===== src/rtl/mem_arb_pkg.sv =====
// Shared definitions for the two-master memory arbiter: state encoding, master
// indices, the default access latency and the per-master request bundle.
package mem_arb_pkg;

  localparam logic [1:0] StIdle   = 2'd0;
  localparam logic [1:0] StAccess = 2'd1;
  localparam logic [1:0] StResp   = 2'd2;

  localparam logic M0 = 1'b0;
  localparam logic M1 = 1'b1;

  localparam int unsigned DefaultMemLatency = 1;
  localparam int unsigned CntW              = 4;

  typedef struct packed {
    logic        write;
    logic        lock;
    logic [31:0] addr;
    logic [31:0] wdata;
  } xfer_req_t;

  // The counter counts down to zero, so a latency of L loads L-1.
  function automatic logic [CntW-1:0] cnt_preload(input int unsigned lat);
    return CntW'(lat - 1);
  endfunction

endpackage


===== src/rtl/arb_rr_select.sv =====
// Combinational grant selection: lock eligibility filter followed by a
// two-way round robin that favours the master not granted last.
module arb_rr_select
  import mem_arb_pkg::*;
(
  input  logic [1:0] reqs,
  input  logic       last_grant,
  input  logic       locked,
  input  logic       owner,
  output logic       grant_valid,
  output logic       grant_idx
);

  logic [1:0] eligible;

  always_comb begin
    eligible = reqs;
    if (locked) begin
      eligible = (owner == M1) ? (reqs & 2'b10) : (reqs & 2'b01);
    end

    grant_valid = |eligible;
    case (eligible)
      2'b01:   grant_idx = M0;
      2'b10:   grant_idx = M1;
      default: grant_idx = ~last_grant;
    endcase
  end

endmodule


===== src/rtl/mem_arbiter.sv =====
// Two-master arbiter in front of a fixed-latency memory controller.
// One transfer at a time: IDLE (arbitrate) -> ACCESS (MEM_LATENCY cycles) -> RESP (ack).
module mem_arbiter
  import mem_arb_pkg::*;
#(
  parameter int unsigned MEM_LATENCY = DefaultMemLatency
) (
  input  logic        clk,
  input  logic        reset,
  input  logic        m0_req,
  input  logic        m0_lock,
  input  logic        m0_write,
  input  logic [31:0] m0_addr,
  input  logic [31:0] m0_wdata,
  input  logic        m1_req,
  input  logic        m1_lock,
  input  logic        m1_write,
  input  logic [31:0] m1_addr,
  input  logic [31:0] m1_wdata,
  output logic        m0_ack,
  output logic        m1_ack,
  output logic [31:0] rdata,
  output logic [31:0] mem_addr,
  output logic [31:0] mem_wdata,
  output logic        mem_write,
  output logic        mem_trans,
  input  logic [31:0] mem_rdata,
  output logic        busy
);

  logic [1:0]      state_q, state_d;
  logic [CntW-1:0] cnt_q, cnt_d;
  logic [31:0]     addr_q, addr_d;
  logic [31:0]     wdata_q, wdata_d;
  logic            write_q, write_d;
  logic [31:0]     rdata_q, rdata_d;
  logic            locked_q, locked_d;
  logic            owner_q, owner_d;
  logic            last_grant_q, last_grant_d;
  logic            winner_q, winner_d;

  xfer_req_t m0_bus, m1_bus, sel_bus;
  logic      owner_lock, eff_locked;
  logic      grant_valid, grant_idx;

  always_comb begin
    m0_bus = '{write: m0_write, lock: m0_lock, addr: m0_addr, wdata: m0_wdata};
    m1_bus = '{write: m1_write, lock: m1_lock, addr: m1_addr, wdata: m1_wdata};
    // The lock is released as soon as its owner drops lock in an IDLE cycle,
    // and that same cycle arbitrates as if unlocked.
    owner_lock = (owner_q == M1) ? m1_lock : m0_lock;
    eff_locked = locked_q & owner_lock;
  end

  arb_rr_select u_select (
    .reqs        ({m1_req, m0_req}),
    .last_grant  (last_grant_q),
    .locked      (eff_locked),
    .owner       (owner_q),
    .grant_valid (grant_valid),
    .grant_idx   (grant_idx)
  );

  assign sel_bus = (grant_idx == M1) ? m1_bus : m0_bus;

  always_comb begin
    state_d      = state_q;
    cnt_d        = cnt_q;
    addr_d       = addr_q;
    wdata_d      = wdata_q;
    write_d      = write_q;
    rdata_d      = rdata_q;
    locked_d     = locked_q;
    owner_d      = owner_q;
    last_grant_d = last_grant_q;
    winner_d     = winner_q;

    case (state_q)
      StIdle: begin
        locked_d = eff_locked;
        if (grant_valid) begin
          state_d      = StAccess;
          cnt_d        = cnt_preload(MEM_LATENCY);
          addr_d       = sel_bus.addr;
          wdata_d      = sel_bus.wdata;
          write_d      = sel_bus.write;
          winner_d     = grant_idx;
          last_grant_d = grant_idx;
          locked_d     = sel_bus.lock;
          owner_d      = sel_bus.lock ? grant_idx : owner_q;
        end
      end
      StAccess: begin
        if (cnt_q == '0) begin
          state_d = StResp;
          write_d = 1'b0;
          if (!write_q) begin
            rdata_d = mem_rdata;
          end
        end else begin
          cnt_d = cnt_q - 1'b1;
        end
      end
      StResp: begin
        state_d = StIdle;
      end
      default: begin
        state_d = StIdle;
      end
    endcase
  end

  always_ff @(posedge clk) begin
    if (reset) begin
      state_q      <= StIdle;
      cnt_q        <= '0;
      addr_q       <= '0;
      wdata_q      <= '0;
      write_q      <= 1'b0;
      rdata_q      <= '0;
      locked_q     <= 1'b0;
      owner_q      <= M0;
      last_grant_q <= M1;
      winner_q     <= M0;
    end else begin
      state_q      <= state_d;
      cnt_q        <= cnt_d;
      addr_q       <= addr_d;
      wdata_q      <= wdata_d;
      write_q      <= write_d;
      rdata_q      <= rdata_d;
      locked_q     <= locked_d;
      owner_q      <= owner_d;
      last_grant_q <= last_grant_d;
      winner_q     <= winner_d;
    end
  end

  assign mem_addr  = addr_q;
  assign mem_wdata = wdata_q;
  assign mem_write = write_q;
  assign rdata     = rdata_q;
  assign mem_trans = (state_q == StAccess);
  assign busy      = (state_q != StIdle);
  assign m0_ack    = (state_q == StResp) && (winner_q == M0);
  assign m1_ack    = (state_q == StResp) && (winner_q == M1);

endmodule

===== config.mk =====
export PLATFORM = sky130hd
export DESIGN_NAME = mem_arbiter
export DESIGN_NICKNAME = d
export VERILOG_FILES = /design/src/rtl/mem_arb_pkg.sv /design/src/rtl/arb_rr_select.sv /design/src/rtl/mem_arbiter.sv
export SDC_FILE = /design/constraint.sdc
export NUM_CORES = 1
export LEC_CHECK = 0
export CAP_MARGIN = 20
export CELL_PAD_IN_SITES_DETAIL_PLACEMENT = 0
export CELL_PAD_IN_SITES_GLOBAL_PLACEMENT = 1
export CORE_MARGIN = 1
export CORE_UTILIZATION = 28
export CTS_CLUSTER_DIAMETER = 120
export DETAILED_ROUTE_END_ITERATION = 8
export PLACE_DENSITY_LB_ADDON = 0.1
export SLEW_MARGIN = 10
export SYNTH_ARGS = -nofsm -noshare
export SYNTH_HDL_FRONTEND = slang
export SYNTH_SLANG_ARGS = --single-unit

===== constraint.sdc =====
create_clock -name clk -period 5.99 [get_ports clk]
set_input_delay 1.4975 -clock clk [delete_from_list [all_inputs] [get_ports clk]]
set_output_delay 1.4975 -clock clk [all_outputs]
set_load 0.1 [all_outputs]

==> flow_summary.ini, run 1 <==
[synthesis]
synth.top_cell.area_share_pct = 47.4
ys.flop_type = dfxtp_1
synth_seq_cells = 107
synth.most_common_cell = dfxtp_1
syn_area_per_cell_sq_um = 9.21
yosysTopAreaCell = dfxtp_1
yosysSeqAreaShare_pct = 47.4
synth_fp_nets = 662
synthCells = 491
synth-edff-count = 0
synth_cell_types = 36
mappedNetlistArea_sq_um = 4520
ys_top_cells_by_area = dfxtp_1, mux2i_1, a211oi_1, nand2_1, nor2_1
ys_async_sr_fraction_pct = 0
yosys_warnings = 0
synth_common_cells = dfxtp_1, nand2_1, nor2_1, mux2i_1, a211oi_1

[timing]
max_slew.worst_pin.slew_ns = 1.04
layout_min_cycle_time_ns = 3.76
report.final.slew_viol_count = 0
rsz0062_at_grt = no
finalWorstSetupSlack_ns = 2.23
setup-violations-final = 0
final-hold-violation-count = 0
max_slew_margin_pct = 30.8
holdWs_ns = 0.453
fmax_mhz = 266
period_share_pct = 62.8
finalClockSkew_ns = 0.00748
tns_ns = 0

[pwr]
peakVddDrop_v = 0.000285
leakage_nw = 3.08
p_per_area_nw_per_um2 = 594

[run]
maxCapViolCount = 0

[setup_path]
path_max_fanout = 9
arrival_ns = 2.27
cp-end-kind = output pin
worst_setup_path_start_kind = flop
crit_type = flop to output pin
required_ns = 4.49

[detailed_routing]
ant_nets = 0
dr.first_iter.drc_count = 120
drtPass1Iterations = 4
vias = 4354
viasPerCell = 4.54
drc = 0
routed_wl_um = 13700
wl_per_cell_um = 14.3

[grt]
grt_max_degree = 76
grtUsageTotal_pct = 16.0
grt.overflow.total = 0
grt_first_pass_wirelength_um = 20600
grt_pass1_vias = 4146
antenna_found_initial = 0

[floorplanning]
ios = 269
core_region_area_sq_um = 15800
fp-row-count = 46
dieArea_sq_um = 16700
initial_core_util_pct = 28.6
die_h_um = 129
fp.dieW_um = 129

[place]
place_inst = 942
gp_congestion = 0.751
port_buffers = 268
pre_cts_ws_ns = 1.87
dpl_cell_area_sq_um = 7360
place_hpwl_um = 10100

[cts]
cts-htree-levels = 3
clk_latency_ns = 0.35
cts_setup_buffers = 0
numClockSinks = 107
cts_inserted_buffers = 9
cts-root-buf = clkbuf_16
cts.path.max_buffers = 2
ctsHoldBuffers = 0
cts_tree = done
cts-resized-gates = 0
path_clk_slew_ns = 0.07

[cells_and_area]
antennaDiodeCount = 0
drive_gt1_share_pct = 4.04
final_nets = 908
instances_no_fill = 958
final_area_sq_um = 7670
area_growth_pct = 69.8
nFillCells = 1481

[status]
status = finished, final reports clean

[worst_hold_path]
min_path_type = flop to flop
area by class of cell:
type                    count  area, sq um  area share, %
flip-flops and latches    107         2140           27.9
clock buffers               9          225           2.93
repair buffers            275         2770           36.1
inverters                   4         15.0          0.196
multi-input cells         340         2160           28.1
well taps                 216          270           3.52
clock inverters             7         92.6           1.21
cell families after synthesis:
family	count (synthesis)	synth area share, %
buffers and inverters	44	4.90
AND/OR/NAND/NOR	162	15.3
flip-flops	107	47.4
XOR/XNOR	3	0.581
AO/OA/AOI/OAI	103	15.4
adder cells (fa/ha/maj)	3	0.830
multiplexers	69	15.6
through the flow:
step	utilization, %	power, mW
after floorplan	-	3.27
after global placement	46.2	3.91
after detailed placement	46.5	3.96
after CTS	48.5	4.62
after global routing	48.5	4.79
final	48.5	4.56
power breakdown:
| part | switching (mW) | internal [mW] |
|---|---|---|
| clock | 0.271 | 0.365 |
| combinational | 2.11 | 0.758 |
| sequential | 0.123 | 0.936 |
| total | 2.50 | 2.06 |
worst paths after layout:
| kind | startpoint | endpoint | slack [ns] | depth (start not counted) |
|---|---|---|---|---|
| max | state_q[1] | busy | 2.23 | 2 |
| min | rdata[5] | rdata[5] | 0.45 | 2 |
| max reg2reg | locked_q | mem_addr[18] | 3.60 | 7 |
| min reg2reg | rdata[5] | rdata[5] | 0.45 | 2 |
registers in the layout, indices dropped and copies added (netlist names):
signal / count
state_q: 2
cnt_q: 4
locked_q: 1
last_grant_q: 1
owner_q: 1
winner_q: 1
mem_wdata: 32
rdata: 32
mem_addr: 32
mem_write: 1
metal layers:
metal / part of all wire [%] / GRT usage (%) / wire length, um
met1: 40 / 17.4 / 5520
met2: 49 / 27.7 / 6690
met3: 8.9 / 6.07 / 1230
met4: 2.1 / 7.34 / 284
met5: 0 / 0 / 0
cells in the final DEF, fill, tap and decap left out, types with 2 or more instances in the layout:
cell             instances
a211oi_1                64
a21oi_1                 34
and3b_1                  2
buf_4                    5
bufinv_16                2
clkbuf_16                9
clkdlybuf4s50_1        267
clkinv_2                 2
clkinvlp_4               3
dfxtp_1                107
ha_1                     3
inv_1                    4
mux2_2                   2
mux2i_1                 66
nand2_1                 68
nand2b_1                 2
nor2_1                  68
nor2b_1                  2
nor3_1                   5
nor3b_1                  2
nor4_1                   2
or3_1                    2
xnor2_1                  3
critical path: stages, from the launching register on:
cell	delay, ns
dfxtp_1	0.49
or2_1	0.24
clkdlybuf4s50_1	1.19
(Power assumes the default switching activity.)
==> run 2: changes to the inputs <==
--- a/config.mk
+++ b/config.mk
@@ -9,7 +9,7 @@
 export CELL_PAD_IN_SITES_DETAIL_PLACEMENT = 0
 export CELL_PAD_IN_SITES_GLOBAL_PLACEMENT = 1
 export CORE_MARGIN = 1
-export CORE_UTILIZATION = 28
+export CORE_UTILIZATION = 26
 export CTS_CLUSTER_DIAMETER = 120
 export DETAILED_ROUTE_END_ITERATION = 8
 export PLACE_DENSITY_LB_ADDON = 0.1
==> constraint.sdc (replaced) <==
create_clock -name clk -period 3.94 [get_ports clk]
set_input_delay 0.985 -clock clk [delete_from_list [all_inputs] [get_ports clk]]
set_output_delay 0.985 -clock clk [all_outputs]
set_load 0.1 [all_outputs]
==> run 2 against run 1 <==
Effect of this change: via count down 0.67%; cell count up 1.3%; largest power group unchanged; wire length up 2.4%; critical path depth up 6; final area up 0.91%; clock power up 44%; sequential cell count unchanged; non-clock buffer count up 8; sequential power up 52%; clock skew up 0.0036 ns; die area up 7.6%; worst setup slack worse by 1.4 ns.
==> flow_summary.ini, run 2 (same netlist as run 1, synthesis figures left out) <==
[grt]
grt.overflow.total = 0
antenna_found_initial = 0
grtUsageTotal_pct = 15.4
grt_max_degree = 87
grt_pass1_vias = 4204
grt_first_pass_wirelength_um = 21500

[detailed_routing]
dr.first_iter.drc_count = 104
drc = 0
viasPerCell = 4.46
drtPass1Iterations = 4
routed_wl_um = 14100
vias = 4325
wl_per_cell_um = 14.5
ant_nets = 0

[cts]
cts-resized-gates = 0
cts_setup_buffers = 0
cts-root-buf = clkbuf_16
numClockSinks = 107
cts.path.max_buffers = 2
cts_inserted_buffers = 9
cts-htree-levels = 3
path_clk_slew_ns = 0.07
cts_tree = done
ctsHoldBuffers = 0
clk_latency_ns = 0.35

[status]
status = finished, final reports clean

[timing]
period_share_pct = 79.0
report.final.slew_viol_count = 0
max_slew.worst_pin.slew_ns = 1.02
fmax_mhz = 321
layout_min_cycle_time_ns = 3.11
rsz0062_at_grt = no
tns_ns = 0
finalClockSkew_ns = 0.0111
max_slew_margin_pct = 31.6
setup-violations-final = 0
final-hold-violation-count = 0

[cells_and_area]
layout_commonest_cell = clkdlybuf4s50_1
nFillCells = 1572
final_area_sq_um = 7740
final_cell_mix = clkdlybuf4s50_1, dfxtp_1, nand2_1, nor2_1, mux2i_1
area_growth_pct = 71.3
antennaDiodeCount = 0
drive_gt1_share_pct = 5.47
instances_no_fill = 970
final_nets = 916

[place]
gp_congestion = 0.733
place_hpwl_um = 10400
port_buffers = 268
dpl_cell_area_sq_um = 7430
place_inst = 953

[pwr]
leakage_nw = 3.14
peakVddDrop_v = 0.000360
p_per_area_nw_per_um2 = 893

[setup_path]
cp-end-kind = flop
path_max_fanout = 14
arrival_ns = 3.30
r2r_slack_ns = 1.65
crit_type = input pin to flop
worst_setup_path_start_kind = input pin
required_ns = 4.13

[worst_hold_path]
min_path_type = flop to flop

[floorplanning]
dieArea_sq_um = 17900
core_region_area_sq_um = 16800
initial_core_util_pct = 27.0
fp-row-count = 47
ios = 269
fp.dieW_um = 134
die_h_um = 134

[run]
maxCapViolCount = 0
==> run 2: cell types whose count changed in the layout (fill, tap and decap cells not counted) <==
cell,before,now
clkbuf_1,0,1
clkinvlp_4,3,0
bufinv_16,2,1
buf_12,1,5
buf_16,1,0
clkdlybuf4s50_1,267,263
clkinv_4,0,3
buf_4,5,13
buf_8,1,2
==> run 2: final cells by class <==
type | instances | area [sq um] | area share, %
Timing Repair Buffer | 283 | 2860 | 36.9
Multi-Input combinational cell | 340 | 2160 | 27.9
Sequential cell | 107 | 2140 | 27.7
Tap cell | 220 | 275 | 3.55
Clock buffer | 10 | 229 | 2.96
Clock inverter | 6 | 66.3 | 0.856
Inverter | 4 | 15.0 | 0.194
==> run 2: path summary, 6_finish.rpt <==
kind	from	end	cells after the start
worst min-delay path	rdata[18]	rdata[18]	2
worst max register to register	locked_q	mem_wdata[4]	7
worst min register to register	rdata[18]	rdata[18]	2
worst max-delay path	m0_lock	mem_wdata[4]	8
==> run 2: critical path, stage by stage <==
cell	delay (ns)
clkdlybuf4s50_1	0.55
nand2_1	0.07
o21a_1	0.18
ha_1	0.33
mux2i_4	0.60
buf_12	0.24
mux2i_1	0.23
a211oi_1	0.10
==> run 2: routing by layer <==
layer / vias up / global-route usage, % / part of all wire (%)
met5: - / 0 / 0
met4: 0 / 6.12 / 1.7
met3: 14 / 5.48 / 9.3
met2: 174 / 26.1 / 47
met1: 1905 / 17.6 / 42
li1: 2232 / - / -
==> run 2: power breakdown <==
group	switching [mW]	total (mW)	internal, mW
logic	3.21	4.39	1.18
clock network	0.418	0.913	0.495
registers	0.188	1.61	1.42
==> run 2: through the flow <==
step / setup slack [ns] / hold WS, ns / total power, mW / util [%]
after floorplan: 0.299 / 0.470 / 4.97 / -
after global placement: 0.492 / 0.441 / 6.00 / 44.3
after detailed placement: 0.421 / 0.446 / 6.04 / 44.4
after CTS: 0.789 / 0.456 / 6.98 / 46.1
after global routing: 0.695 / 0.474 / 7.26 / 46.2
final: 0.829 / 0.453 / 6.92 / 46.2
